**src/rtl/mbist_march_ctrl.sv**
```systemverilog
// March C- memory BIST sequencer: drives a 2-cycle-latency memory, checks read data
// and reports pass/fail with diagnostics for the first failing read.
module mbist_march_ctrl #(
    parameter int DATA_WIDTH = 8,
    parameter int ADDR_WIDTH = 4,
    parameter int CAPACITY   = 15,
    parameter int ERR_WIDTH  = 8
) (
    input  logic                  clk,
    input  logic                  rst,
    input  logic                  start,
    output logic                  mem_write_read,
    output logic [ADDR_WIDTH-1:0] mem_address,
    output logic [DATA_WIDTH-1:0] mem_wdata,
    input  logic [DATA_WIDTH-1:0] mem_rdata,
    output logic                  busy,
    output logic                  done,
    output logic                  fail,
    output logic [ERR_WIDTH-1:0]  err_count,
    output logic [ADDR_WIDTH-1:0] fail_addr,
    output logic [2:0]            fail_elem,
    output logic [DATA_WIDTH-1:0] fail_data
);

    typedef enum logic [2:0] {S_IDLE, S_SETUP, S_RUN, S_DRAIN, S_DONE} state_t;

    typedef struct packed {
        logic                  valid;
        logic [DATA_WIDTH-1:0] exp;
        logic [ADDR_WIDTH-1:0] addr;
        logic [2:0]            elem;
    } cmp_t;

    localparam logic [ADDR_WIDTH-1:0] CAP_A = ADDR_WIDTH'(CAPACITY);

    state_t                state_q, state_d;
    logic [2:0]            elem_q, elem_d;
    logic [ADDR_WIDTH-1:0] addr_q, addr_d;
    logic                  phase_q, phase_d;
    logic [ERR_WIDTH-1:0]  err_q, err_d;
    logic [ADDR_WIDTH-1:0] fail_addr_q, fail_addr_d;
    logic [2:0]            fail_elem_q, fail_elem_d;
    logic [DATA_WIDTH-1:0] fail_data_q, fail_data_d;
    cmp_t                  pipe_q [2];
    cmp_t                  issue;
    logic                  is_read;
    logic                  step;
    logic                  last_addr;

    function automatic logic [DATA_WIDTH-1:0] wval(input logic [2:0] e);
        return (e == 3'd1 || e == 3'd3) ? {DATA_WIDTH{1'b1}} : {DATA_WIDTH{1'b0}};
    endfunction

    function automatic logic [DATA_WIDTH-1:0] rexp(input logic [2:0] e);
        return (e == 3'd2 || e == 3'd4) ? {DATA_WIDTH{1'b1}} : {DATA_WIDTH{1'b0}};
    endfunction

    function automatic logic is_down(input logic [2:0] e);
        return (e == 3'd3 || e == 3'd4);
    endfunction

    function automatic logic [ADDR_WIDTH-1:0] first_addr(input logic [2:0] e);
        return is_down(e) ? CAP_A : {ADDR_WIDTH{1'b0}};
    endfunction

    always_ff @(posedge clk) begin
        if (rst) begin
            state_q     <= S_IDLE;
            elem_q      <= 3'd0;
            addr_q      <= '0;
            phase_q     <= 1'b0;
            err_q       <= '0;
            fail_addr_q <= '0;
            fail_elem_q <= 3'd0;
            fail_data_q <= '0;
            for (int i = 0; i < 2; i++) begin
                pipe_q[i] <= '0;
            end
        end else begin
            state_q     <= state_d;
            elem_q      <= elem_d;
            addr_q      <= addr_d;
            phase_q     <= phase_d;
            err_q       <= err_d;
            fail_addr_q <= fail_addr_d;
            fail_elem_q <= fail_elem_d;
            fail_data_q <= fail_data_d;
            pipe_q[0]   <= issue;
            pipe_q[1]   <= pipe_q[0];
        end
    end

    always_comb begin
        state_d        = state_q;
        elem_d         = elem_q;
        addr_d         = addr_q;
        phase_d        = phase_q;
        err_d          = err_q;
        fail_addr_d    = fail_addr_q;
        fail_elem_d    = fail_elem_q;
        fail_data_d    = fail_data_q;
        issue          = '0;
        mem_write_read = 1'b0;
        mem_address    = '0;
        mem_wdata      = '0;
        is_read        = (elem_q != 3'd0) && (elem_q == 3'd5 || !phase_q);
        step           = (elem_q == 3'd0 || elem_q == 3'd5) || phase_q;
        last_addr      = is_down(elem_q) ? (addr_q == '0) : (addr_q == CAP_A);

        // Read data issued two edges ago is checked against the tag in the last stage.
        if (pipe_q[1].valid && mem_rdata != pipe_q[1].exp) begin
            if (err_q == '0) begin
                fail_addr_d = pipe_q[1].addr;
                fail_elem_d = pipe_q[1].elem;
                fail_data_d = mem_rdata;
            end
            if (err_q != {ERR_WIDTH{1'b1}}) begin
                err_d = err_q + 1'b1;
            end
        end

        case (state_q)
            S_IDLE, S_DONE: begin
                if (start) begin
                    state_d     = S_SETUP;
                    elem_d      = 3'd0;
                    addr_d      = first_addr(3'd0);
                    phase_d     = 1'b0;
                    err_d       = '0;
                    fail_addr_d = '0;
                    fail_elem_d = 3'd0;
                    fail_data_d = '0;
                end
            end
            S_SETUP: begin
                // Presenting the write value here satisfies the memory's early wdata sampling.
                mem_address = addr_q;
                mem_wdata   = wval(elem_q);
                phase_d     = 1'b0;
                state_d     = S_RUN;
            end
            S_RUN: begin
                mem_address    = addr_q;
                mem_wdata      = wval(elem_q);
                mem_write_read = !is_read;
                issue          = '{valid: is_read, exp: rexp(elem_q), addr: addr_q, elem: elem_q};
                if (!step) begin
                    phase_d = 1'b1;
                end else begin
                    phase_d = 1'b0;
                    if (!last_addr) begin
                        addr_d = is_down(elem_q) ? addr_q - 1'b1 : addr_q + 1'b1;
                    end else if (elem_q == 3'd5) begin
                        state_d = S_DRAIN;
                    end else begin
                        elem_d  = elem_q + 3'd1;
                        addr_d  = first_addr(elem_q + 3'd1);
                        state_d = S_SETUP;
                    end
                end
            end
            S_DRAIN: begin
                phase_d = 1'b1;
                if (phase_q) begin
                    phase_d = 1'b0;
                    state_d = S_DONE;
                end
            end
            default: state_d = S_IDLE;
        endcase
    end

    assign busy      = (state_q == S_SETUP) || (state_q == S_RUN) || (state_q == S_DRAIN);
    assign done      = (state_q == S_DONE);
    assign fail      = (err_q != '0);
    assign err_count = err_q;
    assign fail_addr = fail_addr_q;
    assign fail_elem = fail_elem_q;
    assign fail_data = fail_data_q;

endmodule

```
**config.mk**
```make
export PLATFORM = sky130hd
export DESIGN_NAME = mbist_march_ctrl
export DESIGN_NICKNAME = d
export VERILOG_FILES = /design/src/rtl/mbist_march_ctrl.sv
export SDC_FILE = /design/constraint.sdc
export NUM_CORES = 1
export LEC_CHECK = 0
export CAP_MARGIN = 20
export CELL_PAD_IN_SITES_DETAIL_PLACEMENT = 1
export CELL_PAD_IN_SITES_GLOBAL_PLACEMENT = 1
export CORE_MARGIN = 3
export CORE_UTILIZATION = 38
export CTS_CLUSTER_DIAMETER = 60
export CTS_CLUSTER_SIZE = 25
export DETAILED_ROUTE_END_ITERATION = 6
export PLACE_DENSITY_LB_ADDON = 0.1
export SLEW_MARGIN = 15
export SYNTH_ARGS = -nofsm -noshare
export SYNTH_HDL_FRONTEND = slang
export SYNTH_SLANG_ARGS = --single-unit
```
**constraint.sdc**
```tcl
create_clock -name clk -period 3.05 [get_ports clk]
set_clock_uncertainty 0.1 [all_clocks]
set_input_delay 0.61 -clock clk [delete_from_list [all_inputs] [get_ports clk]]
set_output_delay 0.61 -clock clk [all_outputs]
set_load 0.005 [all_outputs]
```
==> metrics.txt, run 1 <==
first-pass GRT wire length=9480 um; Vias=2080; Post-Synthesis Cell Area=0.002439 mm^2; Post-DP Area=0.002973 mm^2; filler cell count=726; CTS Root Cell=clkbuf_8; DRT antenna net count=0; Syn Nets=300; CTS Buf Count=5; combinational power share=10.5%; fraction of layout cells with a size suffix above 1=8.385%; CP Capture Type=output pin; P_leak=1.048 nW; Final Net Count=343; max_cap viols=0; H-tree depth=2; Cell Pwr Density=392.0 mW/mm^2; worst hold endpoint=pipe_q[0][18]; period utilisation layout=93.58%; final hold vios=0; R2R depth=10; Switching Fraction=25.33%; synth warn=0; startpoint types=register; vias in the first global route=2047; Initial Util=40.24%; wire per inst=14.03 um; Post-CTS Setup Repair Bufs=0; final hold slack=333.7 ps; Compound-Gate Fraction of Synth Area=15.60%; final setup vio count=0; Post-route DRC=0; largest net degree at the start of global routing=34; gr ovfl total=0; vias per cell=5.239; Int Power=0.0008977 W; Main synth FF type=dfxtp_1; sequential power share=57.4%; post-route setup TNS=0 ps; Die ar.=0.007415 mm^2; Initial DRT Pass Iterations=3; io pins=50; status=finished clean; Worst path max stage delay=590 ps; XOR/XNOR Fraction of Synth Area=2.155%; crit path cell chain=ha_1 > ha_1 > a21oi_1 > nor3_2 > clkdlybuf4s50_1; Clk pwr share=32.1%; post-route cell area=0.003067 mm^2; register-to-register setup slack=420 ps; initial antenna violation count=0; CTS tree=yes; Mapped Cells=278; RePlAce Congestion=0.7542; die height=86.11 um; Crit Path Class=reg -> out; port bufs=49; row cnt=28; 1st-iter DRT viols=57; Area Overhead vs Synth=25.76%; Synth area leader=dfxtp_1; worst reg2reg startpoint=elem_q[1]; DP HPWL=4200 um; Clock Latency Late Sink=300 ps; sequential-to-total area share from yosys stat=42.69%; mux contribution to synthesized area=3.951%; Slowest cell on crit path=clkdlybuf4s50_1; Synth top area share=42.69%; simple-gate portion of the synthesized area=22.93%; die width=86.11 um; worst slew pin tran=559.5 ps; most used cell along the critical path=ha_1; number of synthesized flops with an enable pin=0; Slew Viols, Final=0; HP Start=pipe_q[0][2]; NetSw=0.0003046 W; top cells by area, synth=dfxtp_1 43%, ha_1 5.1%, nand3_1 4.1%; clk slew on worst S/H paths=90 ps; Adder-Cell Fraction of Synth Area=5.952%; final core utilization=50.60%; RR Endpoint=addr_q[3]; top cells by count, synth=52 x dfxtp_1, 26 x nand2_1, 23 x nor2_1; fmax=0.3504 GHz; Core Footprint=0.006061 mm^2; gr usage total=15.51%; post-layout min period=2854 ps; HP Class=reg -> reg; clock tree buffer depth=2; unrepaired setup endpoints after global routing=false; Avg Inst Size Synth=8.772 um^2; WP data required=2340 ps; Synth cell types=46; Slew headroom=62.41%; Antenna Cells=0; crit path DAT=2140 ps; maximum vdd drop=0.0001901 V; Crit Path Max Fanout=8; most instantiated library cell after synthesis=dfxtp_1; Hold Path Depth=1; Post-Route WL=5568 um; combinational family with the most area after synthesis=simple AND/OR/NAND/NOR gates; number of clock sinks=52; asr flop ratio synth=0%; Synth Register Bits=52
cells by family after synthesis:
kind of cell / Yosys count
and+or+nand+nor: 113
AOI/OAI and AO/OA: 55
DFF: 52
buffers and inverters: 34
adders and majority gates: 11
muxes: 7
xor gates and xnor gates: 6
placed cells by master (no fill, tap or decap), types with 2 or more instances in the layout:
master / n
a21oi_1: 10
a311oi_1: 3
a32oi_1: 2
a41oi_1: 2
and3_1: 2
buf_4: 7
clkbuf_8: 5
clkdlybuf4s50_1: 49
dfxtp_1: 52
ha_1: 10
inv_1: 14
mux2i_1: 4
mux2i_4: 2
nand2_1: 26
nand2b_1: 2
nand3_1: 20
nand4_1: 5
nor2_1: 23
nor2b_1: 11
nor3_1: 11
nor3_2: 2
nor4_1: 2
o211ai_1: 2
o21ai_0: 6
o21ai_1: 15
o31ai_1: 4
or4_4: 2
xnor2_1: 6
routing by layer:
layer | global-route usage [%] | share of wire [%] | vias to the layer above | routed length, um
met5 | 0 | 0 | - | 0
met3 | 3.458 | 4.2 | 6 | 232
met1 | 20.04 | 49 | 981 | 2734
li1 | - | - | 1048 | -
met2 | 26.14 | 46 | 45 | 2546
met4 | 3.885 | 0.97 | 0 | 54
power groups by stage:
| stage | Clock (W) | Combinational, W | Sequential, W |
|---|---|---|---|
| 4_1_cts | 0.000402 | 0.000129 | 0.000690 |
| 3_3_place_gp | 0 | 0.000126 | 0.000706 |
| 5_1_grt | 0.000431 | 0.000140 | 0.000691 |
| 6_report | 0.000386 | 0.000126 | 0.000690 |
| 3_5_place_dp | 0 | 0.000127 | 0.000706 |
| 2_1_floorplan | 0 | 0.0000789 | 0.000701 |
cell type report:
type                            instances  area (um^2)  share of cell area (%)
Sequential cell                        52         1041                   33.95
Clock buffer                            6        72.57                   2.366
Clock inverter                          2        16.27                  0.5304
Tap cell                               75        93.84                   3.060
Multi-Input combinational cell        192         1247                   40.68
Timing Repair Buffer                   56        543.0                   17.71
Inverter                               14        52.55                   1.714
critical path, delay by kind of cell (launching register included):
kind | cells | cell delay, ps
fa+ha+maj | 2 | 450
simple gates | 1 | 330
flops | 1 | 420
buf+inv | 1 | 590
compound gates | 1 | 50
sequential cells by signal (all words and copies together) (netlist names):
signal	count
pipe_q	18
err_count	8
fail_data	8
addr_q	4
fail_addr	4
elem_q	3
fail_elem	3
state_q	3
phase_q	1
how the worst max path moves through the flow:
| stage | from | endpoint | slack, ps |
|---|---|---|---|
| finish | elem_q[1] | mem_wdata[7] | 200 |
| global placement | mem_rdata[4] | fail_elem[0] | 200 |
| CTS | elem_q[1] | mem_wdata[7] | 170 |
| global route | elem_q[1] | mem_wdata[1] | 20 |
| floorplan | elem_q[0] | addr_q[3] | 750 |
| detailed placement | mem_rdata[4] | fail_data[0] | 110 |
timing repair:
item,CTS,global route
endpoints found under the setup margin,8,0
endpoints found under the hold margin,0,0
hold buffers,0,0
gates resized for setup,1,0
metrics by stage:
stage               worst slack (ps)  std cells  total power [W]
floorplan                      747.5        278        0.0007803
global placement               200.7        389        0.0008315
detailed placement             110.1        389        0.0008331
CTS                            171.3        397         0.001221
global route                   17.39        397         0.001262
finish                         195.8        397         0.001202
(Power assumes the default switching activity.)
==> run 2, diff against run 1 <==
REMOVE_ABC_BUFFERS = 1   (was not set)
==> run 2 against run 1 <==
Setup slack improved by 67 ps. Wire length fell by 1.5%. Fmax rose by 2.4%. Sequential share of layout area barely moved. Combinational power fell by 6%. Critical endpoint is now mem_wdata[5]. Highest routed layer unchanged.
==> metrics.txt, run 2 (synthesis gave the netlist of run 1 again) <==
Crit path buffers/inverters=2 (was 1); clk slew on worst S/H paths=100 ps (was 90 ps); final setup vio count=0 (unchanged); 1st-iter DRT viols=36 (was 57); post-route setup TNS=0 ps (unchanged); Vias=2050 (was 2080); die width=86.11 um (unchanged); Slew Viols, Final=0 (unchanged); Most flops, register=pipe_q (unchanged); period utilisation layout=91.38% (was 93.58%); Antenna Cells=0 (unchanged); gr ovfl total=0 (unchanged); crit path cell chain=ha_1 > ha_1 > a21oi_1 > nor3_1 > buf_4 > clkdlybuf4s50_1 (was ha_1 > ha_1 > a21oi_1 > nor3_2 > clkdlybuf4s50_1); commonest non-fill, non-tap cell in the layout=dfxtp_1 (unchanged); io pins=50 (unchanged); Setup WS post-layout=262.9 ps (was 195.8 ps); P_leak=1.050 nW (was 1.048 nW); post-layout min period=2787 ps (was 2854 ps); CTS tree=yes (unchanged); maximum vdd drop=0.0001866 V (was 0.0001901 V); DP HPWL=4047 um (was 4200 um); clock tree buffer depth=2 (unchanged); vias per cell=5.164 (was 5.239); Crit Path Max Fanout=8 (unchanged); startpoint types=register (unchanged); Clock Latency Late Sink=310 ps (was 300 ps); DRT antenna net count=0 (unchanged); Area Overhead vs Synth=25.86% (was 25.76%); fmax=0.3588 GHz (was 0.3504 GHz); commonest cells after routing, fill and taps aside=52 x dfxtp_1, 49 x clkdlybuf4s50_1, 26 x nand2_1 (unchanged); wire per inst=13.81 um (was 14.03 um); Slew headroom=54.36% (was 62.41%); flip-flop and latch area=0.001041 mm^2 (unchanged); Worst path max stage delay=510 ps (was 590 ps); Multi-input gate area=0.001242 mm^2 (was 0.001247 mm^2); vias in the first global route=2057 (was 2047); max_cap viols=0 (unchanged); Cell Pwr Density=399.4 mW/mm^2 (was 392.0 mW/mm^2); WP data required=2340 ps (about the same); H-tree depth=2 (unchanged); max reg flops=18 (unchanged); crit path DAT=2080 ps (was 2140 ps); Die ar.=0.007415 mm^2 (unchanged); HP Class=reg -> reg (unchanged); CP top delay family=buffers and inverters (unchanged); post-CTS resize count=0 (was 1); Initial DRT Pass Iterations=5 (was 3); row cnt=28 (unchanged); CP Capture Type=output pin (unchanged); largest net degree at the start of global routing=34 (unchanged); most used cell along the critical path=ha_1 (unchanged); Initial Util=40.24% (unchanged); port bufs=49 (unchanged); Slowest cell on crit path=clkdlybuf4s50_1 (unchanged); worst slew pin tran=680.8 ps (was 559.5 ps); first-pass GRT wire length=9563 um (was 9480 um); RePlAce Congestion=0.7835 (was 0.7542); filler cell count=714 (was 726); status=finished clean (unchanged); CTS Root Cell=clkbuf_8 (unchanged); CTS Buf Count=5 (unchanged); Final Net Count=343 (unchanged); Post-route DRC=0 (unchanged); initial antenna violation count=0 (unchanged); fraction of layout cells with a size suffix above 1=8.385% (unchanged); die height=86.11 um (unchanged); DP Worst Slack=283.6 ps (was 110.1 ps); number of clock sinks=52 (unchanged); Post-CTS Setup Repair Bufs=0 (unchanged); Post-Route WL=5483 um (was 5568 um); gr usage total=15.79% (was 15.51%); Crit Path Class=reg -> out (unchanged); final hold vios=0 (unchanged); cts hold-fix bufs=0 (unchanged); Core Footprint=0.006061 mm^2 (unchanged); unrepaired setup endpoints after global routing=false (unchanged)
[run 2: cell count changes in the layout (fill, tap and decap cells not counted), sizes merged]
cell,before,now
clkbuf,6,5
inv,14,15
[run 2: path summary, 6_finish.rpt]
check                                  start       endpoint  slack (ps)  depth (start not counted)
worst max register to register     elem_q[0]      addr_q[3]         530                         10
worst min register to register  pipe_q[0][1]  pipe_q[0][17]         340                          1
worst min-delay path            pipe_q[0][1]  pipe_q[0][17]         340                          1
worst max-delay path               elem_q[1]   mem_wdata[5]         260                          6
[run 2: layer usage]
layer | wire, um | part of all wire (%) | global-route usage, %
met5 | 0 | 0 | 0
met2 | 2652 | 48 | 27.54
met3 | 248 | 4.5 | 3.170
met4 | 47 | 0.86 | 3.885
met1 | 2535 | 46 | 19.85
[run 2: report_power, final]
group | total (W) | switching (W) | leakage (nW) | internal [W]
combinational | 0.000118 | 0.0000692 | 0.584 | 0.0000485
clock | 0.000414 | 0.000246 | 0.0463 | 0.000169
sequential | 0.000694 | 0.0000103 | 0.419 | 0.000683
[run 2: area by class of cell]
class                           count  share of cell area [%]
Clock inverter                      3                  0.8969
Inverter                           14                   1.712
Tap cell                           75                   3.057
Sequential cell                    52                   33.92
Multi-Input combinational cell    192                   40.48
Timing Repair Buffer               56                   17.69
Clock buffer                        5                   2.242
[run 2: per-stage QoR]
| stage | util (%) | instances | hold slack (ps) | area [um^2] | power [W] |
|---|---|---|---|---|---|
| global placement | 49.05 | 389 | 319.3 | 2973 | 0.0008285 |
| CTS | 50.64 | 397 | 346.0 | 3069 | 0.001251 |
| global route | 50.64 | 397 | 355.4 | 3069 | 0.001286 |
| floorplan | - | 258 | 313.8 | 2327 | 0.0007711 |
| finish | 50.64 | 397 | 342.2 | 3069 | 0.001226 |
| detailed placement | 49.05 | 389 | 324.7 | 2973 | 0.0008285 |
[run 2: worst register-to-register path, cell delays in order (launching register included)]
cell,delay [ps]
dfxtp_1,400
inv_1,130
ha_1,280
mux2i_4,280
inv_1,140
ha_1,290
a21o_1,170
a21oi_1,160
xnor2_1,150
mux2i_1,200
o32ai_1,100
